===== src/rtl/fetch_sequencer_if.sv =====
// Fetch-side bundle: PC hand-off, instruction memory read port, redirect/stall
// controls and the fetched-instruction outputs of the fetch sequencer.
interface fetch_if;
  logic [15:0] currentInst;
  logic [15:0] nextInst;
  logic        imem_req;
  logic [15:0] imem_addr;
  logic        imem_ack;
  logic [15:0] imem_rdata;
  logic        jump;
  logic [15:0] jump_target;
  logic        branch_taken;
  logic [15:0] branch_target;
  logic        stall;
  logic        instr_valid;
  logic [15:0] instr_out;
  logic [15:0] pc_out;
  logic        fetch_err;

  modport master (
    input  currentInst, imem_ack, imem_rdata, jump, jump_target,
           branch_taken, branch_target, stall,
    output nextInst, imem_req, imem_addr, instr_valid, instr_out, pc_out,
           fetch_err
  );

  modport slave (
    output currentInst, imem_ack, imem_rdata, jump, jump_target,
           branch_taken, branch_target, stall,
    input  nextInst, imem_req, imem_addr, instr_valid, instr_out, pc_out,
           fetch_err
  );
endinterface


===== src/rtl/fetch_sequencer.sv =====
// Instruction fetch sequencer: issues one memory read per PC, steers the
// external PC register via nextInst, handles stalls, redirects and ack timeout.
//
// state  | meaning
// S_IDLE | single settling cycle after reset release, no request
// S_REQ  | read request outstanding at currentInst
// S_HOLD | fetched word parked while downstream stalls
// S_ERR  | ack timeout seen; frozen until reset
module fetch_sequencer #(
  parameter logic [15:0] RESET_PC    = 16'h0000,
  parameter int          ACK_TIMEOUT = 8
) (
  input  logic   clk,
  input  logic   rst_n,
  fetch_if.master bus
);

  localparam int CW = $clog2(ACK_TIMEOUT + 1);

  typedef enum logic [1:0] {S_IDLE, S_REQ, S_HOLD, S_ERR} state_t;

  state_t          state_q;
  logic            req_q;
  logic            valid_q;
  logic            err_q;
  logic [15:0]     instr_q;
  logic [15:0]     pc_q;
  logic [CW-1:0]   wait_q;

  logic            redirect;
  logic [15:0]     target;
  logic            ack_take;
  logic [15:0]     next_d;

  always_comb begin
    redirect = (bus.jump || bus.branch_taken) && (state_q != S_ERR);
    target   = (bus.jump ? bus.jump_target : bus.branch_target) & 16'hFFFE;
    ack_take = (state_q == S_REQ) && bus.imem_ack && !redirect;
    // Reset term keeps the PC register loading RESET_PC while rst_n is low.
    if (!rst_n)        next_d = RESET_PC;
    else if (redirect) next_d = target;
    else if (ack_take) next_d = bus.currentInst + 16'd2;
    else               next_d = bus.currentInst;
  end

  assign bus.nextInst    = next_d;
  assign bus.imem_addr   = bus.currentInst;
  assign bus.imem_req    = req_q;
  assign bus.instr_valid = valid_q;
  assign bus.instr_out   = instr_q;
  assign bus.pc_out      = pc_q;
  assign bus.fetch_err   = err_q;

  always_ff @(posedge clk or negedge rst_n) begin
    if (!rst_n) begin
      state_q <= S_IDLE;
      req_q   <= 1'b0;
      valid_q <= 1'b0;
      err_q   <= 1'b0;
      instr_q <= '0;
      pc_q    <= '0;
      wait_q  <= '0;
    end else if (state_q != S_ERR) begin
      if (redirect) begin
        state_q <= S_REQ;
        req_q   <= 1'b1;
        valid_q <= 1'b0;
        wait_q  <= '0;
      end else begin
        case (state_q)
          S_IDLE: begin
            state_q <= S_REQ;
            req_q   <= 1'b1;
          end
          S_REQ: begin
            if (bus.imem_ack) begin
              instr_q <= bus.imem_rdata;
              pc_q    <= bus.currentInst;
              valid_q <= 1'b1;
              wait_q  <= '0;
              if (bus.stall) begin
                state_q <= S_HOLD;
                req_q   <= 1'b0;
              end
            end else begin
              wait_q  <= wait_q + 1'b1;
              valid_q <= 1'b0;
              if (wait_q == CW'(ACK_TIMEOUT - 1)) begin
                state_q <= S_ERR;
                req_q   <= 1'b0;
                err_q   <= 1'b1;
              end
            end
          end
          // valid stays up into the first S_REQ cycle after the stall lifts
          S_HOLD: begin
            if (!bus.stall) begin
              state_q <= S_REQ;
              req_q   <= 1'b1;
            end
          end
          default: begin
            state_q <= S_ERR;
            req_q   <= 1'b0;
          end
        endcase
      end
    end
  end

endmodule


===== src/flat_wrapper.sv =====
// flat-port wrapper written by rule: the top's interface ports become plain ports
module fetch_sequencer_flat 
#(
  parameter logic [15:0] RESET_PC    = 16'h0000,
  parameter int          ACK_TIMEOUT = 8
)
  (clk, rst_n, bus_currentInst, bus_imem_ack, bus_imem_rdata, bus_jump, bus_jump_target, bus_branch_taken, bus_branch_target, bus_stall, bus_nextInst, bus_imem_req, bus_imem_addr, bus_instr_valid, bus_instr_out, bus_pc_out, bus_fetch_err);
  fetch_if bus_i ();
  input  logic clk;
  input  logic rst_n;
  input wire logic [$bits(bus_i.currentInst)-1:0] bus_currentInst;
  input wire logic [$bits(bus_i.imem_ack)-1:0] bus_imem_ack;
  input wire logic [$bits(bus_i.imem_rdata)-1:0] bus_imem_rdata;
  input wire logic [$bits(bus_i.jump)-1:0] bus_jump;
  input wire logic [$bits(bus_i.jump_target)-1:0] bus_jump_target;
  input wire logic [$bits(bus_i.branch_taken)-1:0] bus_branch_taken;
  input wire logic [$bits(bus_i.branch_target)-1:0] bus_branch_target;
  input wire logic [$bits(bus_i.stall)-1:0] bus_stall;
  output wire logic [$bits(bus_i.nextInst)-1:0] bus_nextInst;
  output wire logic [$bits(bus_i.imem_req)-1:0] bus_imem_req;
  output wire logic [$bits(bus_i.imem_addr)-1:0] bus_imem_addr;
  output wire logic [$bits(bus_i.instr_valid)-1:0] bus_instr_valid;
  output wire logic [$bits(bus_i.instr_out)-1:0] bus_instr_out;
  output wire logic [$bits(bus_i.pc_out)-1:0] bus_pc_out;
  output wire logic [$bits(bus_i.fetch_err)-1:0] bus_fetch_err;
  assign bus_i.currentInst = bus_currentInst;
  assign bus_i.imem_ack = bus_imem_ack;
  assign bus_i.imem_rdata = bus_imem_rdata;
  assign bus_i.jump = bus_jump;
  assign bus_i.jump_target = bus_jump_target;
  assign bus_i.branch_taken = bus_branch_taken;
  assign bus_i.branch_target = bus_branch_target;
  assign bus_i.stall = bus_stall;
  assign bus_nextInst = bus_i.nextInst;
  assign bus_imem_req = bus_i.imem_req;
  assign bus_imem_addr = bus_i.imem_addr;
  assign bus_instr_valid = bus_i.instr_valid;
  assign bus_instr_out = bus_i.instr_out;
  assign bus_pc_out = bus_i.pc_out;
  assign bus_fetch_err = bus_i.fetch_err;
  fetch_sequencer #(.RESET_PC(RESET_PC), .ACK_TIMEOUT(ACK_TIMEOUT)) u_core (.clk(clk), .rst_n(rst_n), .bus(bus_i));
endmodule

===== config.mk =====
export PLATFORM = sky130hd
export DESIGN_NAME = fetch_sequencer_flat
export DESIGN_NICKNAME = d
export VERILOG_FILES = /design/src/rtl/fetch_sequencer_if.sv /design/src/rtl/fetch_sequencer.sv /design/src/flat_wrapper.sv
export SDC_FILE = /design/constraint.sdc
export NUM_CORES = 1
export LEC_CHECK = 0
export ABC_AREA = 1
export BUFFER_PORTS_ARGS = -buffer_cell sky130_fd_sc_hd__buf_2
export CAP_MARGIN = 20
export CORE_AREA = 2 2 85 87
export CTS_CLUSTER_DIAMETER = 80
export DETAILED_ROUTE_END_ITERATION = 12
export DIE_AREA = 0 0 87 89
export GPL_ROUTABILITY_DRIVEN = 1
export GPL_TIMING_DRIVEN = 0
export HOLD_SLACK_MARGIN = 0.08
export PLACE_DENSITY = 0.73
export SYNTH_ARGS = -nofsm -noshare
export SYNTH_HDL_FRONTEND = slang
export SYNTH_SLANG_ARGS = --single-unit

===== constraint.sdc =====
create_clock -name clk -period 1.1 [get_ports clk]
set_input_delay 0.055 -clock clk [delete_from_list [all_inputs] [get_ports clk]]
set_output_delay 0.055 -clock clk [all_outputs]
set_load 0.01 [all_outputs]

==> impl_metrics.ini, run 1 <==
[clocking]
cts_buffers = 5
clkSinkCount = 41
cts_root_buf = clkbuf_8
cts_buffer_depth = 2
insertion_delay_ns = 0.29
clk_pin_slew_worst_paths_ns = 0.08
cts_tree = yes
ctsHoldBuffers = 19
htreeDepth = 2

[sta]
finalHoldViolations = 41
worst-slew-pin-transition_ns = 0.3993
grt_setup_unrepaired = yes
finalMaxSlewViolations = 0
clock_skew_ns = 0.009101
layout_setup_ws_ns = -0.7014
holdWs_ns = -0.3400
min_period_over_period_pct = 163.8
period_minus_slack_ns = 1.801
relSlewSlack_pct = 73.38
setup_violations = 57
fmax_mhz = 555.1

[logic_synthesis]
yosysUniqueCellTypes = 29
ys_warn_count = 0
yosysSeqAreaShare_pct = 38.64
synth.net_count = 462
syn_avg_cell_area_um2 = 6.808
yosys.area.top_type = dfrtp_1
synth_area_um2 = 2655
synth.area.top_cells = dfrtp_1, nand2_1, inv_1
yosys_register_bits = 41
synth_top_area_share_pct = 38.64
netlist_instances = 390

[detailed_routing]
wl_mm = 8.480
ant_nets = 0
route.detailed.drc = 0
drtIter0Drc = 132
viasPerCell = 4.831
firstDrtPassIters = 5
wl_per_cell_um = 13.03
dr_total_vias = 3145

[power_and_ir_drop]
p_comb_share_pct = 53.2
vdd_ir_drop_max_v = 0.0006951
switching_share_pct = 41.01
total_power_mw = 7.717
power.density_nw_per_um2 = 1857
power.leakage_nw = 2.335
p_sw_mw = 3.165
sequentialPowerShare_pct = 33.5
pwr-share-clk_pct = 13.3
internal_power_mw = 4.553

[global_routing]
grt_overflow_total = 0
grt_pass1_vias = 2826
track_usage_pct = 20.52
grt_pass1_wl_mm = 12.63
grt_max_degree = 43
antenna_found_initial = 0

[placed_design]
preCtsSetupSlack_ns = -0.6875
io_buffers = 133
dp_hpwl_mm = 5.970
place_congestion = 0.8079
placed_cell_area_um2 = 3490

[die]
dieHeight_um = 89
start_util_pct = 39.52
io_pins = 137
core_area_um2 = 6719
die_w_um = 87
rows = 30
die_area_um2 = 7743

[outcome]
violations = hold timing, setup timing
status = finished, violations left

[final_layout]
area_delta_synth_final_pct = 56.50
nNetsFinal = 642
drive_above_1_share_pct = 42.73
diodes = 0
nFillCells = 603
fin_area_um2 = 4155

[worst_setup_path]
timing.rr.start = u_core.state_q[0]
r2r_slack_ns = -0.42
rr_worst_depth = 8
worstPathRequired_ns = 1.04
worstReg2RegEnd = u_core.bus.imem_req
crit_arrival_ns = 1.75
crit_fanout = 6
worst-setup-path-type = reg -> out
cp-end-kind = output port
start_kind = flip-flop

[worst_hold_path]
hold_class = in -> async

[run]
drv_cap = 0
[cell usage after synthesis]
library cell / count
or2_2: 1
o21ai_0: 25
nand2_4: 1
buf_4: 18
a21oi_1: 8
ha_1: 2
a211oi_1: 1
or2_0: 2
nor2_1: 39
inv_2: 2
buf_2: 6
nor3_1: 3
o21bai_1: 1
o21a_1: 1
nor2_2: 1
inv_4: 1
nand3_2: 2
buf_6: 3
nand3_1: 32
clkbuf_1: 3
dfrtp_1: 41
o21ai_1: 1
nand2_1: 136
o211ai_1: 2
nand4_1: 5
nor3b_1: 1
a31oi_1: 7
nor2_8: 2
inv_1: 43
[sequential cells by signal, summed over array words and instances (netlist names)]
signal                  flops
u_core.state_q              2
u_core.bus.instr_valid      1
u_core.bus.pc_out          16
u_core.bus.imem_req         1
u_core.bus.instr_out       16
u_core.wait_q               4
u_core.bus.fetch_err        1
[worst max path at each step]
stage / startpoint / end / slack (ns) / cells past startpoint
floorplan: u_core.state_q[0] / u_core.bus.instr_out[1] / -0.16 / 7
global placement: rst_n / bus_nextInst[8] / -0.67 / 7
detailed placement: rst_n / bus_nextInst[8] / -0.69 / 7
CTS: u_core.state_q[0] / bus_nextInst[2] / -0.61 / 8
global route: u_core.state_q[0] / bus_nextInst[13] / -0.79 / 9
finish: u_core.state_q[0] / bus_nextInst[11] / -0.70 / 9
[stage by stage]
step                cells  hold slack (ns)  setup TNS [ns]  util (%)
floorplan             390          -0.2406          -5.713         -
global placement      603           0.2379          -17.50     51.94
detailed placement    603           0.2367          -18.21     51.94
CTS                   643          -0.2498          -17.05     59.11
global route          651          -0.3194          -26.26     61.84
finish                651          -0.3400          -22.63     61.84
[timing repair]
| action | CTS | global route |
|---|---|---|
| setup endpoints to repair | 57 | 57 |
| pin swaps | 7 | 13 |
| hold endpoints to repair | 60 | 41 |
| resized for setup | 39 | 44 |
| cloned | 1 | 0 |
| buffers inserted | 12 | 8 |
[final cells by class]
type	count	area [µm²]	area share [%]
clock buffers	6	82.58	1.987
clock inverters	2	13.76	0.3312
flip-flops and latches	41	1028	24.75
well taps	80	100.1	2.409
plain buffers	30	252.7	6.082
repair buffers	173	1061	25.53
inverters	46	182.7	4.396
multi-input cells	273	1434	34.51
[layout by cell type, fill, tap and decap left out, types with 3 or more instances in the layout]
cell,Yosys,layout
inv_1,43,40
buf_2,6,131
nor2_2,1,5
clkbuf_8,0,7
buf_4,18,33
nand2_1,136,127
nor2_4,0,3
nor2_1,39,32
dfrtp_1,41,39
o21ai_1,1,16
nand2_2,0,7
a31oi_1,7,6
inv_2,2,3
dlygate4sd3_1,0,19
nand3_2,2,10
nand3_1,32,22
nand4_1,5,5
buf_6,3,16
a21oi_2,0,6
o21ai_0,25,8
[worst max-delay path: stages, from the launching register on]
cell and delay, ns:
dfrtp_2 0.41, buf_4 0.14, nand3_4 0.11, nor2_8 0.20, buf_6 0.15, nand4_1 0.10
nand3_1 0.12, nand2_1 0.05, inv_1 0.05, buf_2 0.12
[layer usage]
layer  vias to the layer above  track usage, %  share of wire [%]  wire [µm]
li1                       1574               -                  -          -
met1                      1428           25.42                 42       3589
met2                       131           37.27                 50       4218
met3                        12           2.401                5.8        496
met4                         0           6.534                2.1        176
met5                         -               0                  0          0
[logic make-up after synthesis]
logic type,after synthesis,share of synthesized area (%)
fa+ha+maj,2,0.9424
flops,41,38.64
buf+inv,76,14.51
simple gates,225,36.43
compound gates,46,9.472
[power by group through the flow]
| stage | combinational [mW] | clock [mW] | sequential (mW) |
|---|---|---|---|
| after detailed placement | 3.23 | 0 | 2.59 |
| after floorplan | 1.59 | 0 | 2.87 |
| after global placement | 3.20 | 0 | 2.54 |
| final | 4.11 | 1.02 | 2.58 |
| after CTS | 3.67 | 1.06 | 2.57 |
| after global routing | 4.53 | 1.12 | 2.66 |
No activity file was read; power rests on OpenSTA's default activity.
==> inputs of run 2 (changes only) <==
Settings changed: CORE_AREA 2 2 85 87 to 2 2 84 86, DIE_AREA 0 0 87 89 to 0 0 86 88, PLACE_DENSITY 0.73 to 0.75.
==> impl_metrics.ini, run 2 (synthesis results as in run 1) <==
[outcome]
status = finished, violations left
violations = hold timing, setup timing

[die]
die_w_um = 86
rows = 30
io_pins = 137
die_area_um2 = 7568
start_util_pct = 39.96
core_area_um2 = 6644
dieHeight_um = 88

[sta]
period_minus_slack_ns = 1.805
holdWs_ns = -0.3448
fmax_mhz = 553.9
worst-slew-pin-transition_ns = 0.3900
clock_skew_ns = 0.002865
finalMaxSlewViolations = 0
grt_setup_unrepaired = yes
setup_violations = 57
finalHoldViolations = 41
layout_setup_ws_ns = -0.7053
min_period_over_period_pct = 164.1
relSlewSlack_pct = 74.00
finalSetupTns_ns = -26.29

[worst_setup_path]
crit_chain = buf_6 -> nand3_4 -> nor2_8 -> buf_12 -> nand3_1 -> nand2_1 -> nand3_2 -> nand2_2 -> inv_1 -> buf_2
crit_end = bus_nextInst[13]
slowest_stage = dfrtp_1
r2r_slack_ns = -0.52
worstPathRequired_ns = 1.04
crit_cells = 10
critPathTopFamily = simple AND/OR/NAND/NOR gates
worstSetupStartpoint = u_core.state_q[0]
crit_fanout = 5
worstReg2RegEnd = u_core.state_q[1]
timing.rr.start = u_core.state_q[0]
crit_arrival_ns = 1.75
worst-setup-path-type = reg -> out
max_stage_delay_ns = 0.44
rr_worst_depth = 8
start_kind = flip-flop
cp_num_buf_inv = 4
cp-end-kind = output port

[power_and_ir_drop]
p_sw_mw = 3.106
sequentialPowerShare_pct = 33.5
power.density_nw_per_um2 = 1891
switching_share_pct = 40.18
p_comb_share_pct = 49.9
vdd_ir_drop_max_v = 0.0007945
power.leakage_nw = 2.309
pwr-share-clk_pct = 16.6
internal_power_mw = 4.625

[global_routing]
track_usage_pct = 20.91
grt_overflow_total = 0
grt_pass1_wl_mm = 12.66
grt_pass1_vias = 2835
grt_max_degree = 43
antenna_found_initial = 0

[final_layout]
regArea_um2 = 1027
drive_above_1_share_pct = 40.43
final_common_cell = buf_2
instances_no_fill = 644
nNetsFinal = 635
diodes = 0
multiInputGateArea_um2 = 1414
nFillCells = 620
area_delta_synth_final_pct = 54.01
layout_common_cells = buf_2, nand2_1, inv_1, dfrtp_1, nor2_1
post-route-util_pct = 61.54

[placed_design]
dp.cells = 603
place_congestion = 0.8056
dp_hpwl_mm = 5.954
io_buffers = 133

[clocking]
clkSinkCount = 41
htreeDepth = 2
cts_buffers = 5
insertion_delay_ns = 0.29
cts_root_buf = clkbuf_8
cts_tree = yes
ctsHoldBuffers = 20
clk_pin_slew_worst_paths_ns = 0.08
cts_buffer_depth = 2

[detailed_routing]
wl_per_cell_um = 12.86
ant_nets = 0
wl_mm = 8.285
dr_total_vias = 3041
drtIter0Drc = 101
firstDrtPassIters = 4
viasPerCell = 4.722
route.detailed.drc = 0

[run]
drv_cap = 0

[worst_hold_path]
hold_class = in -> async
run 2: what timing repair did:
item | CTS | global route
pin swaps | 6 | 12
setup endpoints to repair | 57 | 57
endpoints found under the hold margin | 61 | 41
gates cloned | 1 | 0
buffers inserted | 8 | 4
resized for setup | 29 | 35
run 2: worst min-delay path by stage:
stage               startpoint              endpoint  slack, ns  depth (start not counted)
floorplan                rst_n  u_core.bus.fetch_err      -0.24                          0
global placement         rst_n  u_core.bus.fetch_err       0.24                          1
detailed placement       rst_n  u_core.bus.fetch_err       0.24                          1
CTS                      rst_n  u_core.bus.fetch_err      -0.25                          1
global route             rst_n      u_core.wait_q[2]      -0.32                          1
finish                   rst_n  u_core.bus.fetch_err      -0.34                          1
run 2: final cells by class:
type                       count  area share, %
multi-input combinational    273          34.58
sequential                    41          25.12
timing repair buffer         166          24.45
buffer                        30          6.059
inverter                      46          4.406
tap                           80          2.448
clock buffer                   6          2.020
clock inverter                 2         0.9180
run 2: power by group through the flow:
stage	clock, mW	sequential, mW	combinational (mW)
2_1_floorplan	0	2.87	1.59
3_3_place_gp	0	2.55	3.18
3_5_place_dp	0	2.60	3.23
4_1_cts	1.31	2.58	3.60
5_1_grt	1.38	2.67	4.23
6_report	1.29	2.59	3.85
run 2: worst register-to-register path: stages, from the launching register on:
cell and delay [ns]:
dfrtp_1 0.44, inv_2 0.08, nor2_4 0.11, nand3_4 0.14, buf_4 0.17, buf_4 0.15, or2_1 0.23, nand3_2 0.10
o21ai_0 0.09
run 2: per-layer routing:
metal | GRT usage [%] | vias up | share of wire (%)
li1 | - | 1557 | -
met1 | 25.94 | 1365 | 42
met2 | 36.15 | 100 | 50
met3 | 3.393 | 19 | 6.0
met4 | 8.802 | 0 | 2.4
met5 | 0 | - | 0
run 2: through the flow:
step                area (µm²)  total power, mW  hold WS, ns  setup slack, ns
global route              4089            8.281      -0.3244          -0.7882
CTS                       3959            7.497      -0.2502          -0.6292
finish                    4089            7.731      -0.3448          -0.7053
global placement          3490            5.728       0.2363          -0.6565
floorplan                 2724            4.464      -0.2406          -0.1562
detailed placement        3490            5.826       0.2413          -0.6832
==> inputs of run 3 (changes only) <==
Settings changed: RECOVER_POWER set to 100.
==> impl_metrics.ini, run 3 (synthesis results as in run 1) <==
[worst_setup_path]
crit_chain = buf_6 -> nand3_4 -> nor2_8 -> buf_6 -> buf_6 -> nand4_1 -> a21oi_2 -> buf_2
start_kind = flip-flop
crit_fanout = 5
worstPathRequired_ns = 1.04
worst-setup-path-type = reg -> out
crit_arrival_ns = 1.75
worstReg2RegEnd = u_core.state_q[1]
timing.rr.start = u_core.state_q[0]
slowest_stage = dfrtp_1
path_common_cell = buf_6
cp-end-kind = output port
rr_worst_depth = 8
max_stage_delay_ns = 0.44
r2r_slack_ns = -0.52
worstSetupStartpoint = u_core.state_q[0]

[detailed_routing]
wl_mm = 8.319
firstDrtPassIters = 4
route.detailed.drc = 0
dr_total_vias = 3081
wl_per_cell_um = 12.92
viasPerCell = 4.784
drtIter0Drc = 112
ant_nets = 0

[clocking]
cts_buffer_depth = 2
cts_root_buf = clkbuf_8
insertion_delay_ns = 0.29
htreeDepth = 2
ctsHoldBuffers = 20
clkSinkCount = 41
cts_tree = yes
cts_buffers = 5
clk_pin_slew_worst_paths_ns = 0.08

[die]
rows = 30
dieHeight_um = 88
die_w_um = 86
io_pins = 137
die_area_um2 = 7568
core_area_um2 = 6644
start_util_pct = 39.96

[final_layout]
drive_above_1_share_pct = 31.38
nFillCells = 659
nNetsFinal = 635
area_delta_synth_final_pct = 51.60
diodes = 0
layout_common_cells = nand2_1, buf_2, clkbuf_1
post-route-util_pct = 60.58
final_common_cell = nand2_1
instances_no_fill = 644

[sta]
fmax_mhz = 553.3
period_minus_slack_ns = 1.807
setup_violations = 57
finalMaxSlewViolations = 0
relSlewSlack_pct = 73.67
worst-slew-pin-transition_ns = 0.3950
layout_setup_ws_ns = -0.7073
min_period_over_period_pct = 164.3
grt_setup_unrepaired = yes
holdWs_ns = -0.3449
finalHoldViolations = 41
clock_skew_ns = 0.003254

[placed_design]
io_buffers = 133
dp_hpwl_mm = 5.954
place_congestion = 0.8056
dp.cells = 603
preCtsSetupSlack_ns = -0.6832

[global_routing]
grt_overflow_total = 0
grt_pass1_wl_mm = 12.66
antenna_found_initial = 0
track_usage_pct = 20.91
grt_pass1_vias = 2835
grt_max_degree = 43

[outcome]
status = finished, violations left
violations = hold timing, setup timing

[power_and_ir_drop]
power.leakage_nw = 2.148
vdd_ir_drop_max_v = 0.0007874
total_power_mw = 7.588
power.density_nw_per_um2 = 1885

[worst_hold_path]
hold_class = in -> async

[run]
drv_cap = 0
[run 3: cell count changes in the layout (fill, tap and decap cells not counted), sizes merged]
cell | previous run | this run
buf | 175 | 124
clkbuf | 7 | 58
[run 3: repair_timing]
item | in CTS | in global routing
resized for setup | 29 | 35
endpoints found under the hold margin | 61 | 41
endpoints found under the setup margin | 57 | 57
gates cloned | 1 | 0
pin swaps | 6 | 12
setup buffers | 8 | 4
[run 3: routing by layer]
metal  share of wire, %  vias up  global-route usage (%)  routed length [µm]
met5                  0        -                       0                   0
met4                2.4        0                   8.802                 196
met3                6.0       19                   3.393                 501
met2                 49      119                   36.15                4080
met1                 43     1386                   25.94                3540
li1                   -     1557                       -                   -
[run 3: layout make-up]
class / instances / area (µm²) / share of cell area (%)
multi-input cells: 273 / 1414 / 35.13
flip-flops and latches: 41 / 1027 / 25.52
repair buffers: 166 / 935.9 / 23.25
plain buffers: 30 / 247.7 / 6.155
inverters: 46 / 180.2 / 4.476
well taps: 80 / 100.1 / 2.487
clock buffers: 6 / 82.58 / 2.052
clock inverters: 2 / 37.54 / 0.9325
[run 3: power by group]
| part | internal (mW) | switching (mW) | total (mW) | leakage [nW] |
|---|---|---|---|---|
| combinational | 1.52 | 2.16 | 3.68 | 1.57 |
| clock | 0.738 | 0.552 | 1.29 | 0.0574 |
| sequential | 2.19 | 0.426 | 2.61 | 0.516 |
| total | 4.45 | 3.14 | 7.59 | 2.15 |
[run 3: worst max path at each step]
stage	end	slack, ns	cells past startpoint
after global routing	bus_nextInst[13]	-0.79	9
final	bus_nextInst[5]	-0.71	8
after detailed placement	bus_nextInst[8]	-0.68	7
after CTS	bus_nextInst[7]	-0.63	10
after global placement	bus_nextInst[8]	-0.66	7
after floorplan	u_core.bus.instr_out[1]	-0.16	7
[run 3: through the flow]
step / TNS, ns / instance area [µm²]
global placement: -17.58 / 3490
detailed placement: -18.45 / 3490
finish: -26.42 / 4025
global route: -30.79 / 4025
floorplan: -5.713 / 2724
CTS: -20.31 / 3959
[run 3: worst max-delay path, delay by kind of cell, from the launching register on]
kind / cells / cell delay [ns]
AOI/OAI and AO/OA: 1 / 0.14
and+or+nand+nor: 3 / 0.38
buffers and inverters: 4 / 0.50
DFF: 1 / 0.44
